## config.mk

```make
export PLATFORM = sky130hd
export DESIGN_NAME = sync_fifo_param
export DESIGN_NICKNAME = d
export VERILOG_FILES = /design/src/rtl/sync_fifo_param.sv
export SDC_FILE = /design/constraint.sdc
export NUM_CORES = 1
export LEC_CHECK = 0
export ABC_CLOCK_PERIOD_IN_PS = 2900
export CAP_MARGIN = 15
export CORE_ASPECT_RATIO = 0.5
export CORE_MARGIN = 2
export CORE_UTILIZATION = 56
export DETAILED_ROUTE_END_ITERATION = 8
export PLACE_DENSITY = 0.75
export SYNTH_ARGS = -nofsm -noshare
export SYNTH_HDL_FRONTEND = slang
export SYNTH_SLANG_ARGS = --single-unit
export TNS_END_PERCENT = 30
```

## constraint.sdc

```tcl
create_clock -name clk -period 2.9 [get_ports clk]
set_input_delay 0.435 -clock clk [delete_from_list [all_inputs] [get_ports clk]]
set_output_delay 0.435 -clock clk [all_outputs]
set_load 0.005 [all_outputs]
```

## src/rtl/sync_fifo_param.sv

```systemverilog
// sync_fifo_param: parametrised single-clock FIFO with sticky overflow/underflow flags.
// Define SYNC_FIFO_FWFT_EN for first-word-fall-through reads; the default is registered reads.
module sync_fifo_param #(
  parameter int DATA_WIDTH = 8,
  parameter int DEPTH      = 64,
  parameter int AF_THRESH  = DEPTH - 4,
  parameter int AE_THRESH  = 4
) (
  input  logic                    clk,
  input  logic                    rst_n,
  input  logic                    wr_en,
  input  logic [DATA_WIDTH-1:0]   wr_data,
  input  logic                    rd_en,
  output logic [DATA_WIDTH-1:0]   rd_data,
  output logic                    rd_valid,
  output logic                    empty,
  output logic                    full,
  output logic                    almost_empty,
  output logic                    almost_full,
  output logic [$clog2(DEPTH):0]  count,
  output logic                    overflow,
  output logic                    underflow,
  input  logic                    err_clr
);
  localparam int AW = $clog2(DEPTH);
  localparam int CW = AW + 1;
  logic [DATA_WIDTH-1:0] mem [DEPTH];
  logic [AW-1:0] wr_ptr, rd_ptr;
  logic wr_acc, rd_acc;
  assign wr_acc       = wr_en & ~full;
  assign rd_acc       = rd_en & ~empty;
  assign empty        = count == '0;
  assign full         = count == CW'(DEPTH);
  assign almost_empty = count <= CW'(AE_THRESH);
  assign almost_full  = count >= CW'(AF_THRESH);
  always_ff @(posedge clk)
    if (wr_acc) mem[wr_ptr] <= wr_data;
  // DEPTH is a power of two, so pointers wrap by natural overflow
  always_ff @(posedge clk or negedge rst_n)
    if (!rst_n) begin
      wr_ptr    <= '0;
      rd_ptr    <= '0;
      count     <= '0;
      overflow  <= 1'b0;
      underflow <= 1'b0;
    end else begin
      wr_ptr    <= wr_ptr + AW'(wr_acc);
      rd_ptr    <= rd_ptr + AW'(rd_acc);
      count     <= (wr_acc & ~rd_acc) ? count + CW'(1) : (rd_acc & ~wr_acc) ? count - CW'(1) : count;
      overflow  <= ~err_clr & (overflow | (wr_en & full));
      underflow <= ~err_clr & (underflow | (rd_en & empty));
    end
`ifdef SYNC_FIFO_FWFT_EN
  assign rd_data  = mem[rd_ptr];
  assign rd_valid = ~empty;
`else
  always_ff @(posedge clk or negedge rst_n)
    if (!rst_n) begin
      rd_data  <= '0;
      rd_valid <= 1'b0;
    end else begin
      rd_valid <= rd_acc;
      if (rd_acc) rd_data <= mem[rd_ptr];
    end
`endif
endmodule

```

# == Word level (Yosys, flattened, before mapping) ==
# Memories as Yosys holds them, arrays and structs flattened. A register that Yosys moved wholly into a read port is not among the register bits.
# Cells that the tools add are included.
# totals
elab_cells,36
input_bits,13
memories,1
out_inout_bits,22
ram_bits,512
regBits,22
# classes
addsub,4
reduce_logical,3
n_eq_ne,1
bitwise,15
muxes,4
n_lt_le_gt_ge,2
# memory_table
memory,words,width,read_ports,rd_ports_with_merged_regs,write_ports,line,text
mem,64,8,1,1,1,27,logic [DATA_WIDTH-1:0] mem [DEPTH];
# ops
operator,count
$mux W7,2
$add A6 B1 Y6,2
$and A1 B1 Y1,8
$add A7 B1 Y7 const B,1
$eq A7 B7 Y1 const B,1
$ge A7 B6 Y1 const B,1
$le A7 B3 Y1 const B,1
$logic_not A7 Y1,1
$sub A7 B1 Y7 const B,1
$not A1 Y1,5
$mux W1,2
$or A1 B1 Y1,2
$reduce_bool A2 Y1,1
$logic_not A1 Y1,1

# == Longest topological paths before layout ==
# Gate-level depths: netlist (run 1).
# logic_depth
depth_word,7
depth_mapped,11
ltp_nobuf,11

# == Worst setup path before layout (run 1) ==
# OpenSTA, ideal clock, no wires.
# synth_path
path_type,register to register
start,register count[0]
end,register count[5]
setup_time_ps,123
path_buffers,0
setup_slack_ps,-291
t_arrival_ps,3068
path_stages_with_launch,12
period_less_slack_ps,3191
required_ps,2777
path_cell_list,dfrtp_1 or4_4 nor4b_4 nor2b_1 ha_1 inv_1 ha_1 a21o_1 a21oi_1 o21bai_1 a2111o_1 o221a_2
# synth_via
elab_chain_len,6
word_cells_on_any_way,15
cone_classes,2 x add/sub; 1 x eq/ne; 2 x mux; 8 x bitwise; 2 x reduce/logical
# synth_lines
item,line,text
from (decl),20,"output logic [$clog2(DEPTH):0] count,"
from (signal assigned),49,count <= (wr_acc & ~rd_acc) ? count + CW'(1) : (rd_acc & ~wr_acc) ? count - CW'(1) : count;
$eq A7 B7 Y1 *,33,assign full = count == CW'(DEPTH);
via full,17,"output logic full,"
$not A1 Y1 *,30,assign wr_acc = wr_en & ~full;
$and A1 B1 Y1 *,30,
$not A1 Y1,49,
$and A1 B1 Y1,49,
$reduce_bool A2 Y1 (no line),--,
# The timed path passes the listed nets; every way through them passes the cells marked *. The select of a mux whose other input is x is not followed.
# A chain may end at the register's enable or synchronous reset.

# == Worst setup path in the final report (run 1) ==
# layout_path
start,register count[2]
end,register count[6]
# layout_via
elab_chain_len,6
word_cells_on_any_way,15
cone_classes,2 x add/sub; 1 x eq/ne; 2 x mux; 8 x bitwise; 2 x reduce/logical
# layout_lines
item
branches (longest 6 deep; another with $sub A7 B1 Y7)
# Parallel ways; which one is timed is not known. The select of a mux whose other input is x is not followed.

==> impl_metrics.json, run 1 <==
{
  "outcome": "finished clean",
  "ys_seq_area_share_pct": 74.95,
  "cts_root_buffer": "clkbuf_16",
  "final_cell_mix": "edfxtp_1 (512), mux4_2 (104), buf_4 (86)",
  "firstDrtPassIters": 5,
  "worstPathRequired_ns": 3.34,
  "worst_pin_slew_ns": 0.9024,
  "yosysUniqueCellTypes": 61,
  "synth_fa_ha_area_share_pct": 0.7328,
  "combPwrFrac_pct": 30.1,
  "ir_drop_mv": 0.5221,
  "finalSetupViolCount": 0,
  "final.min_clock_period_ns": 2.887,
  "hold_path_class": "primary input to register",
  "clk_latency_ns": 0.57,
  "synth_compound_gate_area_share_pct": 3.705,
  "drc": 0,
  "regArea_sq_um": 16140,
  "critPathMaxFanout": 7,
  "grt_antenna_before_repair": 0,
  "synth-edff-count": 512,
  "die_w_um": 281.2,
  "grt_use_total_pct": 24.32,
  "syn_to_final_growth_pct": 14.06,
  "synth_seq_cells": 542,
  "power_density_nw_per_um2": 935.7,
  "arrival_ns": 3.32,
  "power.internal_uw": 15960,
  "cts_hold_repair.buffers": 0,
  "yosysWarnings": 0,
  "core_area_sq_um": 37600,
  "wl_um": 47030,
  "synthCells": 1078,
  "antenna_left": 0,
  "yosysTopAreaCell": "edfxtp_1",
  "slew_headroom_pct": 39.62,
  "io_pins": 35,
  "die_area_sq_um": 40100,
  "cts_htree_levels": 2,
  "synth_top_family_by_area": "multiplexers",
  "start_kind": "register",
  "grt_start_max_net_pins": 51,
  "setup_slack_ns": 0.01337,
  "drive_gt1_share_pct": 24.57,
  "synthTopCellsByArea": "edfxtp_1 (71%), mux4_2 (11%), mux2i_1 (3.6%)",
  "drtIter0Drc": 1468,
  "drt-wirelength-per-cell_um": 26.83,
  "path_class": "register to register",
  "post-place-ws_ns": -0.05328,
  "clockBufferDepth": 3,
  "grt_overflow": 0,
  "dp_hpwl_um": 29290,
  "endpoint_kind": "register",
  "cts_tree": "done",
  "p_clk_share_pct": 28.4,
  "fin_crit_sh_pct": 99.54,
  "diodes": 0,
  "finClkSkew_ns": 0.02274,
  "ys.flop_type": "edfxtp_1",
  "swShare_pct": 30.48,
  "multi_input_area_sq_um": 5051,
  "via_per_inst": 6.254,
  "max_freq_ghz": 0.3464,
  "cts_made_buffers": 47,
  "worst_hold_slack_ns": 0.2779,
  "rsz0062_at_grt": "true",
  "yosysTopAreaCellShare_pct": 71.46,
  "vias": 10960,
  "synth-xor-area-share_pct": 0.5292,
  "portBuffers": 34,
  "clkTransAtPathRegs_ns": 0.07,
  "total_power_uw": 22960,
  "grt_pass1_vias": 11270,
  "start_util_pct": 57.22,
  "final_nets": 1221,
  "synthesis.area_sq_um": 21510,
  "power_switching_uw": 6998,
  "finalMaxSlewViolations": 0,
  "cap_violations": 0,
  "hold_violations": 0,
  "grt_pass1_wl_um": 70640,
  "die_h_um": 142.6,
  "nFillCells": 2366,
  "cellLeakagePower_uw": 0.008088,
  "synthSimpleGateAreaFrac_pct": 3.617,
  "rows": 50,
  "synthMuxAreaShare_pct": 14.62,
  "pwr-share-seq_pct": 41.5,
  "clock-sinks": 542,
  "final_common_cell": "edfxtp_1",
  "place.gp.congestion": 0.8784,
  "fin_setup_tns_ns": 0,
  "async_flop_share_pct": 5.535,
  "avgSynthCellArea_sq_um": 19.96,
  "synth_nets": 1103
}
## worst paths after layout
| kind | startpoint | to | slack (ns) | cells past startpoint |
|---|---|---|---|---|
| setup / recovery | count[2] | count[6] | 0.01 | 11 |
| hold / removal | wr_data[3] | mem[4][3] | 0.28 | 1 |
| setup reg to reg | count[2] | count[6] | 0.01 | 11 |
| hold reg to reg | overflow | overflow | 0.51 | 2 |
| max in group asynchronous | rst_n | rd_ptr[2] | 2.25 | 2 |
| min in group asynchronous | rst_n | count[1] | 0.29 | 2 |
## worst max-delay path: stages, from the launching register on
cell and delay, ns:
dfrtp_2 0.40, or4_4 0.58, nor4b_4 0.30, nor2b_2 0.10, ha_4 0.20, inv_8 0.08, ha_4 0.21, a21o_1 0.17
a21o_1 0.20, a21oi_1 0.20, o311ai_2 0.13, xor2_1 0.18
## per-layer routing
metal	track usage (%)	up-vias	wire length [um]
li1	-	4662	-
met1	34.42	5683	19190
met2	38.61	524	22130
met3	5.647	95	4446
met4	6.727	0	1266
met5	0	-	0
## stage by stage
step,utilization (%),cells,area (sq um)
final,65.26,1753,24540
after global routing,65.26,1753,24540
after CTS,65.14,1749,24490
after detailed placement,60.89,1662,22890
after global placement,60.89,1662,22890
after floorplan,-,1078,21570
## power by group through the flow
stage          clock network [uW]  logic [uW]  registers [uW]
2_1_floorplan                   0        4810            9380
3_3_place_gp                    0        6640            9660
3_5_place_dp                    0        6780            9690
4_1_cts                      6570        6830            9530
5_1_grt                      6890        7320            9570
6_report                     6510        6920            9530
## cells in the mapped netlist, drive strengths merged, types with 8 or more instances
| cell | n |
|---|---|
| a21oi | 10 |
| a22oi | 20 |
| buf | 43 |
| clkbuf | 15 |
| dfrtp | 30 |
| edfxtp | 512 |
| ha | 11 |
| mux2i | 78 |
| mux4 | 104 |
| nand2 | 27 |
| nand3 | 15 |
| nor2 | 77 |
| nor2b | 13 |
| o22ai | 13 |
| o311ai | 8 |
| xnor2 | 9 |
## cell families after synthesis
| logic type | after synthesis |
|---|---|
| adders and majority gates | 12 |
| DFF | 542 |
| AOI/OAI and AO/OA | 105 |
| muxes | 184 |
| xor gates and xnor gates | 13 |
| buffers and inverters | 62 |
| and+or+nand+nor | 160 |
## sequential cells by signal (all words and copies together) (netlist names)
register / cells
mem: 512
rd_data: 8
count: 7
rd_ptr: 6
wr_ptr: 6
overflow: 1
rd_valid: 1
underflow: 1
## layout make-up
| type | instances | area share [%] |
|---|---|---|
| Inverter | 4 | 0.09688 |
| Sequential cell | 542 | 65.76 |
| Multi-Input combinational cell | 474 | 20.58 |
| Clock inverter | 30 | 1.300 |
| Timing Repair Buffer | 127 | 4.421 |
| Tap cell | 520 | 2.651 |
| Clock buffer | 56 | 5.186 |
## timing repair
item                       in CTS  in global routing
pin swaps                       3                  8
resized for setup               2                  3
setup buffers                   1                  4
setup endpoints to repair       3                  2
Power figures use the tool's default switching activity.
==> run 2: changes to the inputs <==
Settings changed: CAP_MARGIN 15 to 20.
==> results of run 2 <==
Final layout, timing and power as in run 1 (identical DEF).
==> run 3: changes to the inputs <==
Settings changed: CORE_UTILIZATION 56 to 57, DONT_BUFFER_PORTS from default to 1.
==> impl_metrics.json, run 3 (synthesis results as in run 1) <==
{
  "outcome": "finished clean",
  "finalSetupViolCount": 0,
  "cellLeakagePower_uw": 0.007846,
  "cts_root_buffer": "clkbuf_16",
  "drtIter0Drc": 1296,
  "slew_headroom_pct": 39.65,
  "grt_start_max_net_pins": 65,
  "die_w_um": 278.8,
  "clk_latency_ns": 0.57,
  "power_density_nw_per_um2": 925.7,
  "final.min_clock_period_ns": 2.852,
  "grt_antenna_before_repair": 0,
  "cap_violations": 0,
  "grt_use_total_pct": 23.99,
  "critPathMaxFanout": 6,
  "arrival_ns": 3.29,
  "io_pins": 35,
  "path_class": "register to register",
  "crit_chain": "or4_4 > nor4b_4 > nor2b_2 > ha_4 > inv_6 > ha_4 > a21o_1 > a21oi_2 > o21bai_1 > a2111o_1 > o221a_2",
  "grt_overflow": 0,
  "rsz0062_at_grt": "true",
  "drt-wirelength-per-cell_um": 27.58,
  "rows": 50,
  "crit_path_frequent_cell": "ha_4",
  "largest_reg_flops": 512,
  "clockBufferDepth": 3,
  "top_register": "mem",
  "finClkSkew_ns": 0.01667,
  "clock-sinks": 542,
  "place.gp.congestion": 0.8665,
  "grt_pass1_wl_um": 69120,
  "total_power_uw": 22350,
  "portBuffers": 0,
  "wl_um": 46120,
  "antenna_left": 0,
  "ir_drop_mv": 0.4783,
  "drc": 0,
  "clkTransAtPathRegs_ns": 0.06,
  "post-place-ws_ns": -0.02021,
  "start_util_pct": 57.70,
  "hold_path_class": "primary input to register",
  "die_area_sq_um": 39410,
  "endpoint_kind": "register",
  "core_area_sq_um": 37290,
  "fin_setup_tns_ns": 0,
  "worst_hold_slack_ns": 0.03611,
  "die_h_um": 141.4,
  "cts_made_buffers": 47,
  "utilization_pct": 64.75,
  "setup_slack_ns": 0.04751,
  "diodes": 0,
  "worstPathRequired_ns": 3.34,
  "final_nets": 1167,
  "nFillCells": 2374,
  "start_kind": "register",
  "hold_violations": 0,
  "final_common_cell": "edfxtp_1",
  "fin_crit_sh_pct": 98.36,
  "cts_tree": "done",
  "firstDrtPassIters": 5,
  "grt_pass1_vias": 10830,
  "dp_hpwl_um": 27750,
  "reg_top3": "mem x512, rd_data x8, count x7",
  "via_per_inst": 6.363,
  "syn_to_final_growth_pct": 12.21,
  "cts_htree_levels": 2,
  "final_cell_mix": "edfxtp_1 (512), mux4_2 (104), mux2i_1 (78)",
  "finalMaxSlewViolations": 0,
  "crit_slowest_cell": "or4_4",
  "vias": 10640,
  "max_freq_ghz": 0.3506,
  "worst_pin_slew_ns": 0.9034,
  "slowest_delay_ns": 0.58,
  "drive_gt1_share_pct": 23.09
}
## run 3: cell count changes in the layout (fill, tap and decap cells not counted), moves of 2 or more
| cell | change |
|---|---|
| clkbuf_8 | -2 |
| clkbuf_1 | +4 |
| clkinv_1 | -2 |
| buf_2 | -8 |
| buf_16 | +8 |
| bufinv_16 | -3 |
| dlygate4sd3_1 | +2 |
| buf_4 | -31 |
| clkdlybuf4s50_1 | -25 |
## run 3: through the flow
stage	instance area [sq um]	cells
finish	24140	1672
global route	24140	1672
CTS	24130	1672
detailed placement	22320	1570
global placement	22320	1570
floorplan	21570	1078
## run 3: worst max-delay path, delay by kind of cell, from the launching register on
family,cells,cell delay (ns)
AO/OA/AOI/OAI,5,0.93
adder cells (fa/ha/maj),2,0.38
buffers and inverters,1,0.08
flip-flops,1,0.40
AND/OR/NAND/NOR,3,0.95
## run 3: layout make-up
cell class | count | area [sq um] | share of cell area [%]
clock buffer | 58 | 1260 | 5.219
clock inverter | 27 | 240.2 | 0.9951
inverter | 4 | 21.27 | 0.08811
multi-input combinational | 474 | 5052 | 20.93
sequential | 542 | 16140 | 66.84
tap | 494 | 618.1 | 2.560
timing repair buffer | 73 | 813.3 | 3.369
## run 3: worst paths after layout
check | startpoint | endpoint | slack (ns) | cells past startpoint
max | count[2] | count[5] | 0.05 | 11
min | rd_en | underflow | 0.04 | 2
max reg2reg | count[2] | count[5] | 0.05 | 11
min reg2reg | wr_ptr[0] | wr_ptr[0] | 0.53 | 1
max in group asynchronous | rst_n | rd_ptr[0] | 2.37 | 2
min in group asynchronous | rst_n | wr_ptr[1] | 0.34 | 2
## run 3: metal layers
| layer | vias up | GRT usage, % | routed length, um |
|---|---|---|---|
| li1 | 4558 | - | - |
| met1 | 5493 | 33.27 | 18290 |
| met2 | 508 | 38.39 | 22230 |
| met3 | 80 | 7.031 | 4627 |
| met4 | 0 | 5.518 | 968 |
| met5 | - | 0 | 0 |
## run 3: timing repair
action | CTS | global route
resized for setup | 1 | 3
cloned | 0 | 0
setup endpoints to repair | 2 | 10
hold buffers | 11 | 0
endpoints found under the hold margin | 544 | 0
pin swaps | 7 | 5
setup buffers | 6 | 0
## run 3: where the power goes
group          switching, uW  internal, uW  total (uW)
Sequential               491          9030        9520
Clock                   2710          3450        6160
Combinational           3640          3030        6670
Total                   6840         15500       22300
